File: src/rtl/mul_div_unit.sv
`default_nettype none
// ---------------------------------------------------------------------------
// mul_div_unit : iterative 32-bit MULT/MULTU/DIV/DIVU with HI/LO registers
// Revision     : 1.0
// ---------------------------------------------------------------------------
module mul_div_unit (
  input  logic        clk,
  input  logic        rst_n,
  input  logic        start,
  input  logic [1:0]  op,
  input  logic [31:0] op_a,
  input  logic [31:0] op_b,
  input  logic        mthi,
  input  logic        mtlo,
  input  logic        flush,
  input  logic        hilo_read,
  output logic [31:0] hi,
  output logic [31:0] lo,
  output logic        busy,
  output logic        done,
  output logic        stall
);

  typedef enum logic [1:0] {
    IDLE = 2'd0,
    RUN  = 2'd1,
    FIX  = 2'd2
  } state_t;

  state_t      r_state;
  state_t      w_state_nxt;
  logic [4:0]  r_cnt;
  logic        r_is_div;
  logic        r_sign_q;
  logic        r_sign_r;
  logic        r_div0;
  logic [31:0] r_opnd;   // multiplicand for multiply, divisor for divide
  logic [63:0] r_acc;    // product, or {remainder, quotient}

  logic [31:0] w_a_mag;
  logic [31:0] w_b_mag;
  logic [32:0] w_mul_sum;
  logic [32:0] w_div_sh;
  logic [32:0] w_div_diff;
  logic [63:0] w_acc_step;
  logic [63:0] w_prod_fix;
  logic [31:0] w_res_hi;
  logic [31:0] w_res_lo;

  assign w_a_mag = (op[0] && op_a[31]) ? -op_a : op_a;
  assign w_b_mag = (op[0] && op_b[31]) ? -op_b : op_b;

  assign w_mul_sum  = {1'b0, r_acc[63:32]} + (r_acc[0] ? {1'b0, r_opnd} : 33'd0);
  assign w_div_sh   = {r_acc[63:32], r_acc[31]};
  assign w_div_diff = w_div_sh - {1'b0, r_opnd};

  always_comb begin
    w_acc_step = {w_mul_sum, r_acc[31:1]};
    if (r_is_div) begin
      if (w_div_diff[32])
        w_acc_step = {w_div_sh[31:0], r_acc[30:0], 1'b0};
      else
        w_acc_step = {w_div_diff[31:0], r_acc[30:0], 1'b1};
    end
  end

  // Divide-by-zero leaves remainder = |dividend|; re-signing it restores op_a.
  assign w_prod_fix = r_sign_q ? -r_acc : r_acc;

  always_comb begin
    w_res_hi = w_prod_fix[63:32];
    w_res_lo = w_prod_fix[31:0];
    if (r_is_div) begin
      w_res_hi = r_sign_r ? -r_acc[63:32] : r_acc[63:32];
      if (r_div0)
        w_res_lo = 32'hFFFF_FFFF;
      else
        w_res_lo = r_sign_q ? -r_acc[31:0] : r_acc[31:0];
    end
  end

  always_ff @(posedge clk or negedge rst_n) begin
    if (!rst_n)
      r_state <= IDLE;
    else
      r_state <= w_state_nxt;
  end

  always_comb begin
    w_state_nxt = r_state;
    case (r_state)
      IDLE:    if (start) w_state_nxt = RUN;
      RUN:     if (flush) w_state_nxt = IDLE;
               else if (r_cnt == 5'd0) w_state_nxt = FIX;
      FIX:     w_state_nxt = IDLE;
      default: w_state_nxt = IDLE;
    endcase
  end

  always_ff @(posedge clk or negedge rst_n) begin
    if (!rst_n) begin
      r_cnt    <= 5'd0;
      r_is_div <= 1'b0;
      r_sign_q <= 1'b0;
      r_sign_r <= 1'b0;
      r_div0   <= 1'b0;
      r_opnd   <= 32'd0;
      r_acc    <= 64'd0;
      hi       <= 32'd0;
      lo       <= 32'd0;
      done     <= 1'b0;
    end else begin
      done <= (r_state == FIX) && !flush;
      case (r_state)
        IDLE: begin
          if (start) begin
            r_is_div <= op[1];
            r_opnd   <= op[1] ? w_b_mag : w_a_mag;
            r_acc    <= {32'd0, (op[1] ? w_a_mag : w_b_mag)};
            r_sign_q <= op[0] & (op_a[31] ^ op_b[31]);
            r_sign_r <= op[0] & op_a[31];
            r_div0   <= (op_b == 32'd0);
            r_cnt    <= 5'd31;
          end else begin
            if (mthi) hi <= op_a;
            if (mtlo) lo <= op_a;
          end
        end
        RUN: begin
          if (!flush) begin
            r_acc <= w_acc_step;
            if (r_cnt != 5'd0) r_cnt <= r_cnt - 5'd1;
          end
        end
        FIX: begin
          if (!flush) begin
            hi <= w_res_hi;
            lo <= w_res_lo;
          end
        end
        default: ;
      endcase
    end
  end

  assign busy  = (r_state == RUN) || (r_state == FIX);
  assign stall = busy & (start | mthi | mtlo | hilo_read);

endmodule
`default_nettype wire

File: config.mk
export PLATFORM = sky130hd
export DESIGN_NAME = mul_div_unit
export DESIGN_NICKNAME = d
export VERILOG_FILES = /design/src/rtl/mul_div_unit.sv
export SDC_FILE = /design/constraint.sdc
export NUM_CORES = 1
export LEC_CHECK = 0
export CORE_MARGIN = 2
export CORE_UTILIZATION = 31
export CTS_CLUSTER_SIZE = 14
export DETAILED_ROUTE_END_ITERATION = 6
export HOLD_SLACK_MARGIN = 0.15
export PLACE_DENSITY = 0.44
export SYNTH_ARGS = -nofsm -noshare
export SYNTH_HDL_FRONTEND = slang
export SYNTH_SLANG_ARGS = --single-unit
File: constraint.sdc
create_clock -name clk -period 3.88 [get_ports clk]
set_input_delay 0.388 -clock clk [delete_from_list [all_inputs] [get_ports clk]]
set_output_delay 0.388 -clock clk [all_outputs]
set_load 0.005 [all_outputs]
==> flow_summary.html, run 1 <==
<table>
<tr><th>Metric</th><th>Value</th></tr>
<tr><th colspan="2">Yosys</th></tr>
<tr><td>Sequential fraction of the synthesis area</td><td>28.9%</td></tr>
<tr><td>Number of nets in the synthesized netlist</td><td>2,058</td></tr>
<tr><td>Count of unique library cells instantiated by Yosys</td><td>75</td></tr>
<tr><td>Fraction of registers with async set/reset</td><td>100%</td></tr>
<tr><td>Number of storage elements in the synthesis netlist</td><td>172</td></tr>
<tr><td>Total standard cell area after synthesis</td><td>14,900 um2</td></tr>
<tr><td>Synthesized netlist cell count</td><td>1,910</td></tr>
<tr><td>Number of enable flip-flop cells after synthesis</td><td>0</td></tr>
<tr><td>Per-instance average area after synthesis</td><td>7.79 um2</td></tr>
<tr><td>Most used DFF post-synth</td><td>dfrtp_1</td></tr>
<tr><td>Synth warnings</td><td>0</td></tr>
<tr><th colspan="2">Timing</th></tr>
<tr><td>Timing-limited maximum frequency</td><td>0.274 GHz</td></tr>
<tr><td>Worst-case clock skew</td><td>11.8 ps</td></tr>
<tr><td>Count of final setup violators</td><td>0</td></tr>
<tr><td>Shortest clock period the worst path allows after layout</td><td>3650 ps</td></tr>
<tr><td>Unrepaired setup endpoints after global routing</td><td>false</td></tr>
<tr><td>Hold violation total from the final report</td><td>0</td></tr>
<tr><td>Max-slew headroom at the worst pin</td><td>38.5%</td></tr>
<tr><td>Final cycle utilization of the critical path</td><td>94.1%</td></tr>
<tr><td>Tightest Pin Transition</td><td>922 ps</td></tr>
<tr><td>Worst hold slack</td><td>476 ps</td></tr>
<tr><td>Setup TNS</td><td>0 ps</td></tr>
<tr><td>Max Transition Viols Final</td><td>0</td></tr>
<tr><th colspan="2">Floorplan</th></tr>
<tr><td>Number of placement rows</td><td>80</td></tr>
<tr><td>Vertical die dimension</td><td>223 um</td></tr>
<tr><td>Core footprint</td><td>47,500 um2</td></tr>
<tr><td>Die X-Extent</td><td>223 um</td></tr>
<tr><td>Ports</td><td>140</td></tr>
<tr><td>Die Footprint</td><td>49,700 um2</td></tr>
<tr><td>Initial standard-cell utilization of the core</td><td>31.3%</td></tr>
<tr><th colspan="2">Worst setup path</th></tr>
<tr><td>Critical-path cell with the highest stage delay</td><td>fa_1</td></tr>
<tr><td>Minimum setup slack among reg-to-reg paths</td><td>230 ps</td></tr>
<tr><td>Peak fanout along the critical path</td><td>14</td></tr>
<tr><td>Data required time at the worst endpoint</td><td>4250 ps</td></tr>
<tr><td>Cell depth of the worst flop-to-flop path</td><td>12</td></tr>
<tr><td>Gate family responsible for the most delay along the worst path</td><td>compound AO/OA/AOI/OAI gates</td></tr>
<tr><td>Destination of the worst register-to-register timing path</td><td>r_acc[61]</td></tr>
<tr><td>Critical Path Source</td><td>r_opnd[0]</td></tr>
<tr><td>Critical path's largest stage delay</td><td>410 ps</td></tr>
<tr><td>Buf/Inv on CP</td><td>1</td></tr>
<tr><td>Crit path depth</td><td>12</td></tr>
<tr><td>Critical Path Sink Type</td><td>flop</td></tr>
<tr><td>RR Startpoint</td><td>r_opnd[0]</td></tr>
<tr><td>Arrival time worst endpoint</td><td>4020 ps</td></tr>
<tr><td>Kind of critical path</td><td>reg -&gt; reg</td></tr>
<tr><td>Worst setup path end</td><td>r_acc[61]</td></tr>
<tr><td>CP startpoint kind</td><td>flop</td></tr>
<tr><td>Worst path cell trace</td><td>ha_1 -&gt; fa_1 -&gt; nand2b_1 -&gt; a21oi_1 -&gt; o21ba_2 -&gt; o2111ai_1 -&gt; a21o_1 -&gt; a221o_2 -&gt; buf_4 -&gt; a32o_1 -&gt; nor3_1 -&gt; nand2_1</td></tr>
<tr><th colspan="2">Placed design</th></tr>
<tr><td>Port buffer count</td><td>139</td></tr>
<tr><td>Final RePlAce weighted congestion</td><td>roughly 0.92</td></tr>
<tr><td>Area after DPL</td><td>17,300 um2</td></tr>
<tr><td>Detailed-placement wirelength estimate</td><td>48.4 mm</td></tr>
<tr><th colspan="2">Clock network</th></tr>
<tr><td>CTS tree</td><td>built</td></tr>
<tr><td>Maximum buffer depth of the clock tree</td><td>2</td></tr>
<tr><td>Clock network latency to the later pin of the worst-skew pair</td><td>500 ps</td></tr>
<tr><td>Number of clock sinks seen by CTS</td><td>172</td></tr>
<tr><td>H-Tree Level Count</td><td>4</td></tr>
<tr><td>Clock transition at the registers of the reported paths</td><td>approximately 80 ps</td></tr>
<tr><td>Clk Tree Root Cell</td><td>clkbuf_16</td></tr>
<tr><td>Clock buffer count from CTS</td><td>17</td></tr>
<tr><th colspan="2">Detailed routing</th></tr>
<tr><td>Drt wl/cell</td><td>23.0 um</td></tr>
<tr><td>Total number of vias</td><td>14,800</td></tr>
<tr><td>WL final</td><td>61.4 mm</td></tr>
<tr><td>Iteration-0 DRC Markers</td><td>approximately 1,100</td></tr>
<tr><td>Count of nets left with antenna violations after detail routing</td><td>0</td></tr>
<tr><td>Via/cell ratio</td><td>5.53</td></tr>
<tr><td>DRC Markers</td><td>0</td></tr>
<tr><td>First-pass DRT Iterations</td><td>5</td></tr>
<tr><th colspan="2">Finish</th></tr>
<tr><td>Fraction of final layout cells sized beyond drive strength 1</td><td>a little under a tenth</td></tr>
<tr><td>Commonest cells after routing, fill and taps aside</td><td>nand2_1 (213), o21ai_0 (192), nor2_1 (189), a21oi_1 (189), dfrtp_1 (171)</td></tr>
<tr><td>Net count, final</td><td>around 2,200</td></tr>
<tr><td>Leading cell type in the layout, fill and taps excluded</td><td>nand2_1</td></tr>
<tr><td>Syn-to-layout area delta</td><td>20.7%</td></tr>
<tr><td># diodes</td><td>0</td></tr>
<tr><td>Total non-filler cell area in the finished layout</td><td>between 15,000 and 20,000 um2</td></tr>
<tr><th colspan="2">Global routing</th></tr>
<tr><td>First-pass GRT wire length</td><td>between 90 and 100 mm</td></tr>
<tr><td>Congestion Overflow GR</td><td>0</td></tr>
<tr><td>Maximum number of pins on one net before global-route repair</td><td>77</td></tr>
<tr><td>Number of global-route vias before repair</td><td>14,400</td></tr>
<tr><td>All-Layer GR Usage</td><td>about 25%</td></tr>
<tr><td>Initial antenna violation count</td><td>2</td></tr>
<tr><th colspan="2">Flow run</th></tr>
<tr><td>Max-Cap Viols</td><td>0</td></tr>
<tr><th colspan="2">Worst hold path</th></tr>
<tr><td>Worst hold-check path type</td><td>reg -&gt; reg</td></tr>
<tr><th colspan="2">Outcome</th></tr>
<tr><td>Status</td><td>finished clean</td></tr>
<tr><th colspan="2">Power and ir drop</th></tr>
<tr><td>Peak supply drop</td><td>461 uV</td></tr>
<tr><td>Leakage power</td><td>0.00748 uW</td></tr>
<tr><td>Power density over the cells</td><td>889 nW/um2</td></tr>
</table>
-- synth_stat cells, types with 17 or more instances --
| library cell | count | area share, % |
|---|---|---|
| inv_1 | 68 | 1.7 |
| a21o_1 | 21 | 1.1 |
| clkbuf_1 | 94 | 2.4 |
| a21oi_1 | 189 | 6.4 |
| ha_1 | 73 | 6.1 |
| nor2_1 | 190 | 4.8 |
| mux2i_1 | 43 | 2.9 |
| o22ai_1 | 36 | 1.5 |
| xnor2_1 | 107 | 6.3 |
| a211oi_1 | 28 | 1.4 |
| nand2b_1 | 18 | 0.76 |
| nand2_1 | 216 | 5.5 |
| xor2_1 | 68 | 4.0 |
| a31oi_1 | 18 | 0.76 |
| mux2_2 | 25 | 1.9 |
| o21ai_0 | 192 | 6.5 |
| dfrtp_1 | 172 | 29 |
| and3_1 | 17 | 0.71 |
| nand3_1 | 23 | 0.77 |
| nor3_1 | 39 | 1.3 |
| o31ai_1 | 17 | 0.86 |
-- where the power goes --
group	internal (uW)	switching (uW)	total, uW
combinational	4430	6100	10500
sequential	2610	917	3530
clock	1040	859	1890
-- cell type report --
type / count / area [um2]
Tap cell: 615 / 769
Multi-Input combinational cell: 1557 / 9910
Timing Repair Buffer: 230 / 2110
Sequential cell: 172 / 4310
Inverter: 68 / 255
Clock buffer: 20 / 447
Fill cell: 4971 / 29600
Clock inverter: 12 / 159
-- per-layer routing --
| metal | part of all wire (%) | up-vias | wire, um | global-route usage [%] |
|---|---|---|---|---|
| li1 | - | 7139 | - | - |
| met1 | 48 | 7137 | 29700 | 35.3 |
| met2 | 43 | 434 | 26300 | 37.1 |
| met3 | 5.2 | 90 | 3220 | 4.36 |
| met4 | 3.7 | 0 | 2250 | 10.9 |
| met5 | 0 | - | 0 | 0 |
-- flip-flops by register name, indices dropped and copies added, names as in the netlist --
signal	cells
r_acc	64
r_state	2
r_is_div	1
lo	32
done	1
r_sign_r	1
r_sign_q	1
hi	32
r_div0	1
r_opnd	32
r_cnt	5
-- how the worst min path moves through the flow --
stage / slack (ps) / endpoint / from / depth (start not counted)
2_1_floorplan: 90 / done / rst_n / 0
3_3_place_gp: 460 / hi[15] / hi[15] / 2
3_5_place_dp: 470 / hi[12] / hi[12] / 2
4_1_cts: 490 / hi[12] / hi[12] / 2
5_1_grt: 510 / lo[14] / lo[14] / 2
6_report: 480 / hi[12] / hi[12] / 2
-- worst register-to-register path, stage by stage (launching register included) --
cell and delay [ps]:
dfrtp_1 390, ha_1 240, fa_1 410, nand2b_1 190, a21oi_1 260, o21ba_2 240
o2111ai_1 300, a21o_1 270, a221o_2 390, buf_4 200, a32o_1 270, nor3_1 270
nand2_1 90
-- cell families after synthesis --
kind of cell             count (synthesis)  synth area share, %
AND/OR/NAND/NOR                        602                 18.5
AO/OA/AOI/OAI                          636                 26.2
buffers and inverters                  181                 4.71
multiplexers                            69                 4.86
adder cells (fa/ha/maj)                 75                 6.41
XOR/XNOR                               175                 10.3
flip-flops                             172                 28.9
-- stage by stage --
stage	setup WS (ps)	utilization, %	total power [uW]	std cells
3_3_place_gp	271	36.4	14000	2641
4_1_cts	241	37.7	15900	2674
5_1_grt	33.3	37.8	17300	2674
6_report	228	37.8	16000	2674
3_5_place_dp	250	36.4	14000	2641
2_1_floorplan	345	-	10200	1910
-- timing repair --
action                                  4_1_cts  5_1_grt
gates resized for setup                       0        4
setup buffers                                 0        0
hold buffers                                  1        0
endpoints found under the setup margin        0        4
endpoints found under the hold margin        74        0
(Power assumes the default switching activity.)
==> run 2, diff against run 1 <==
==> constraint.sdc (replaced) <==
create_clock -name clk -period 3.8 [get_ports clk]
set_input_delay 0.38 -clock clk [delete_from_list [all_inputs] [get_ports clk]]
set_output_delay 0.38 -clock clk [all_outputs]
set_load 0.005 [all_outputs]
==> flow_summary.html, run 2 (same netlist as run 1, synthesis figures left out) <==
<table>
<tr><th>Metric</th><th>Value</th></tr>
<tr><th colspan="2">Placed design</th></tr>
<tr><td>Port buffer count</td><td>139</td></tr>
<tr><td>Final RePlAce weighted congestion</td><td>0.946</td></tr>
<tr><td>Detailed-placement wirelength estimate</td><td>48.5 mm</td></tr>
<tr><td>Placed insts</td><td>2,647</td></tr>
<tr><th colspan="2">Global routing</th></tr>
<tr><td>Maximum number of pins on one net before global-route repair</td><td>76</td></tr>
<tr><td>All-Layer GR Usage</td><td>approximately a quarter</td></tr>
<tr><td>Congestion Overflow GR</td><td>0</td></tr>
<tr><td>First-pass GRT wire length</td><td>91.9 mm</td></tr>
<tr><td>Number of global-route vias before repair</td><td>14,300</td></tr>
<tr><td>Initial antenna violation count</td><td>0</td></tr>
<tr><th colspan="2">Finish</th></tr>
<tr><td>Final Non-Filler Cells</td><td>2,679</td></tr>
<tr><td>Syn-to-layout area delta</td><td>21.3%</td></tr>
<tr><td>Commonest cells after routing, fill and taps aside</td><td>nand2_1 (213), o21ai_0 (192), nor2_1 (189), a21oi_1 (189), dfrtp_1 (171)</td></tr>
<tr><td>Footprint of the flip-flops and latches</td><td>4310 um2</td></tr>
<tr><td>Reg with most FFs</td><td>r_acc</td></tr>
<tr><td>Leading cell type in the layout, fill and taps excluded</td><td>nand2_1</td></tr>
<tr><td>Max FFs per register</td><td>64</td></tr>
<tr><td>Area of the multi-input gates</td><td>9920 um2</td></tr>
<tr><td># diodes</td><td>0</td></tr>
<tr><td>Final Core Density</td><td>37.9%</td></tr>
<tr><td>Fraction of final layout cells sized beyond drive strength 1</td><td>9.64%</td></tr>
<tr><td>Fill count</td><td>4,937</td></tr>
<tr><td>Net count, final</td><td>between 2,000 and 2,500</td></tr>
<tr><th colspan="2">Power and ir drop</th></tr>
<tr><td>Reg power frac</td><td>21.9%</td></tr>
<tr><td>Power density over the cells</td><td>906 nW/um2</td></tr>
<tr><td>Fraction of power spent switching nets</td><td>49.0%</td></tr>
<tr><td>Comb pwr share</td><td>65.8%</td></tr>
<tr><td>Clk network pwr share</td><td>roughly an eighth</td></tr>
<tr><td>Cell-internal power</td><td>8340 uW</td></tr>
<tr><td>Switching component of the power</td><td>8010 uW</td></tr>
<tr><td>Peak supply drop</td><td>391 uV</td></tr>
<tr><td>Leakage power</td><td>0.00752 uW</td></tr>
<tr><th colspan="2">Detailed routing</th></tr>
<tr><td>Top layer used by detailed routing</td><td>met4</td></tr>
<tr><td>Met1 Routed Length</td><td>28.8 mm</td></tr>
<tr><td>WL final</td><td>between 60 and 70 mm</td></tr>
<tr><td>Length of routed met3 wiring</td><td>3.98 mm</td></tr>
<tr><td>Iteration-0 DRC Markers</td><td>1,170</td></tr>
<tr><td>Met2 wire length</td><td>between 20 and 30 mm</td></tr>
<tr><td>Via/cell ratio</td><td>5.53</td></tr>
<tr><td>Drt wl/cell</td><td>23.0 um</td></tr>
<tr><td>DRC Markers</td><td>0</td></tr>
<tr><td>Count of nets left with antenna violations after detail routing</td><td>0</td></tr>
<tr><td>Total number of vias</td><td>14,800</td></tr>
<tr><td>First-pass DRT Iterations</td><td>5</td></tr>
<tr><th colspan="2">Clock network</th></tr>
<tr><td>Clock network latency to the later pin of the worst-skew pair</td><td>500 ps</td></tr>
<tr><td>Number of clock sinks seen by CTS</td><td>about 170</td></tr>
<tr><td>Clock buffer count from CTS</td><td>17</td></tr>
<tr><td>Number of buffers inserted to repair setup after CTS</td><td>0</td></tr>
<tr><td>CTS tree</td><td>built</td></tr>
<tr><td>Clk Tree Root Cell</td><td>clkbuf_16</td></tr>
<tr><td>H-Tree Level Count</td><td>4</td></tr>
<tr><td>Clock transition at the registers of the reported paths</td><td>70 ps</td></tr>
<tr><td>Maximum buffer depth of the clock tree</td><td>2</td></tr>
<tr><th colspan="2">Floorplan</th></tr>
<tr><td>Ports</td><td>140</td></tr>
<tr><td>Die X-Extent</td><td>223 um</td></tr>
<tr><td>Initial standard-cell utilization of the core</td><td>31.3%</td></tr>
<tr><td>Vertical die dimension</td><td>223 um</td></tr>
<tr><td>Number of placement rows</td><td>80</td></tr>
<tr><td>Die Footprint</td><td>~50,000 um2</td></tr>
<tr><td>Core footprint</td><td>47,500 um2</td></tr>
<tr><th colspan="2">Timing</th></tr>
<tr><td>Worst-case clock skew</td><td>between 10 and 15 ps</td></tr>
<tr><td>Count of final setup violators</td><td>0</td></tr>
<tr><td>Shortest clock period the worst path allows after layout</td><td>3550 ps</td></tr>
<tr><td>Timing-limited maximum frequency</td><td>~0.28 GHz</td></tr>
<tr><td>Hold violation total from the final report</td><td>0</td></tr>
<tr><td>Final cycle utilization of the critical path</td><td>between 90% and 100%</td></tr>
<tr><td>Setup TNS</td><td>0 ps</td></tr>
<tr><td>Unrepaired setup endpoints after global routing</td><td>false</td></tr>
<tr><td>Max Transition Viols Final</td><td>0</td></tr>
<tr><td>Max-slew headroom at the worst pin</td><td>36.2%</td></tr>
<tr><td>Tightest Pin Transition</td><td>946 ps</td></tr>
<tr><th colspan="2">Worst setup path</th></tr>
<tr><td>Critical path's largest stage delay</td><td>620 ps</td></tr>
<tr><td>Critical Path Sink Type</td><td>flop</td></tr>
<tr><td>Critical-path cell with the highest stage delay</td><td>or4_1</td></tr>
<tr><td>Gate family responsible for the most delay along the worst path</td><td>simple AND/OR/NAND/NOR gates</td></tr>
<tr><td>Data required time at the worst endpoint</td><td>4220 ps</td></tr>
<tr><td>Cell seen most often among critical-path stages</td><td>or4_4</td></tr>
<tr><td>Arrival time worst endpoint</td><td>3970 ps</td></tr>
<tr><td>CP startpoint kind</td><td>flop</td></tr>
<tr><td>Worst path cell trace</td><td>or4_4 -&gt; or4_4 -&gt; or4_1 -&gt; o31ai_4 -&gt; a31oi_2 -&gt; nor2_1 -&gt; xnor2_1 -&gt; mux2i_1 -&gt; o21ai_1</td></tr>
<tr><td>Peak fanout along the critical path</td><td>11</td></tr>
<tr><td>Kind of critical path</td><td>reg -&gt; reg</td></tr>
<tr><td>Buf/Inv on CP</td><td>0</td></tr>
<tr><th colspan="2">Outcome</th></tr>
<tr><td>Status</td><td>finished clean</td></tr>
<tr><th colspan="2">Flow run</th></tr>
<tr><td>Max-Cap Viols</td><td>0</td></tr>
<tr><th colspan="2">Worst hold path</th></tr>
<tr><td>Worst hold-check path type</td><td>in -&gt; async</td></tr>
</table>
==> run 2: path summary, 6_finish.rpt <==
check | from | to | slack (ps) | depth (start not counted)
worst max-delay path | r_acc[4] | hi[17] | 250 | 9
worst min-delay path | rst_n | lo[11] | 450 | 2
worst max register to register | r_acc[4] | hi[17] | 250 | 9
worst min register to register | hi[15] | hi[15] | 480 | 2
max in group asynchronous | rst_n | r_is_div | 2440 | 3
min in group clk | hi[15] | hi[15] | 480 | 2
==> run 2: metal layers <==
metal | vias up | track usage [%]
met5 | - | 0
met1 | 7115 | 34.3
met2 | 466 | 37.4
met3 | 81 | 5.61
li1 | 7145 | -
met4 | 0 | 9.81
==> run 2: final cells by class <==
class                   count  share of cell area (%)
well taps                 615                    4.27
clock buffers              22                    2.63
inverters                  68                    1.41
repair buffers            236                    11.9
clock inverters             9                   0.895
flip-flops and latches    172                    23.9
multi-input cells        1557                    55.0
==> run 2: repair_timing <==
item                                   CTS  global route
resized for setup                        0             6
setup endpoints to repair                0             8
hold buffers                             1             0
endpoints found under the hold margin   61             0
==> run 2: metrics by stage <==
step | area [um2] | total power, uW | hold WS, ps | setup slack [ps]
after global placement | 17400 | 14200 | 434 | 211
after global routing | 18000 | 17600 | 500 | 20.6
after detailed placement | 17400 | 14200 | 439 | 165
after floorplan | 14900 | 10400 | 84.4 | 265
final | 18000 | 16400 | 454 | 251
after CTS | 18000 | 16300 | 466 | 153
==> run 2: power groups by stage <==
stage / Combinational, uW / Clock (uW) / Sequential (uW)
after global routing: 11800 / 2110 / 3700
final: 10800 / 2000 / 3590
after CTS: 10700 / 2050 / 3570
after detailed placement: 10600 / 0 / 3610
after global placement: 10700 / 0 / 3590
after floorplan: 7040 / 0 / 3320
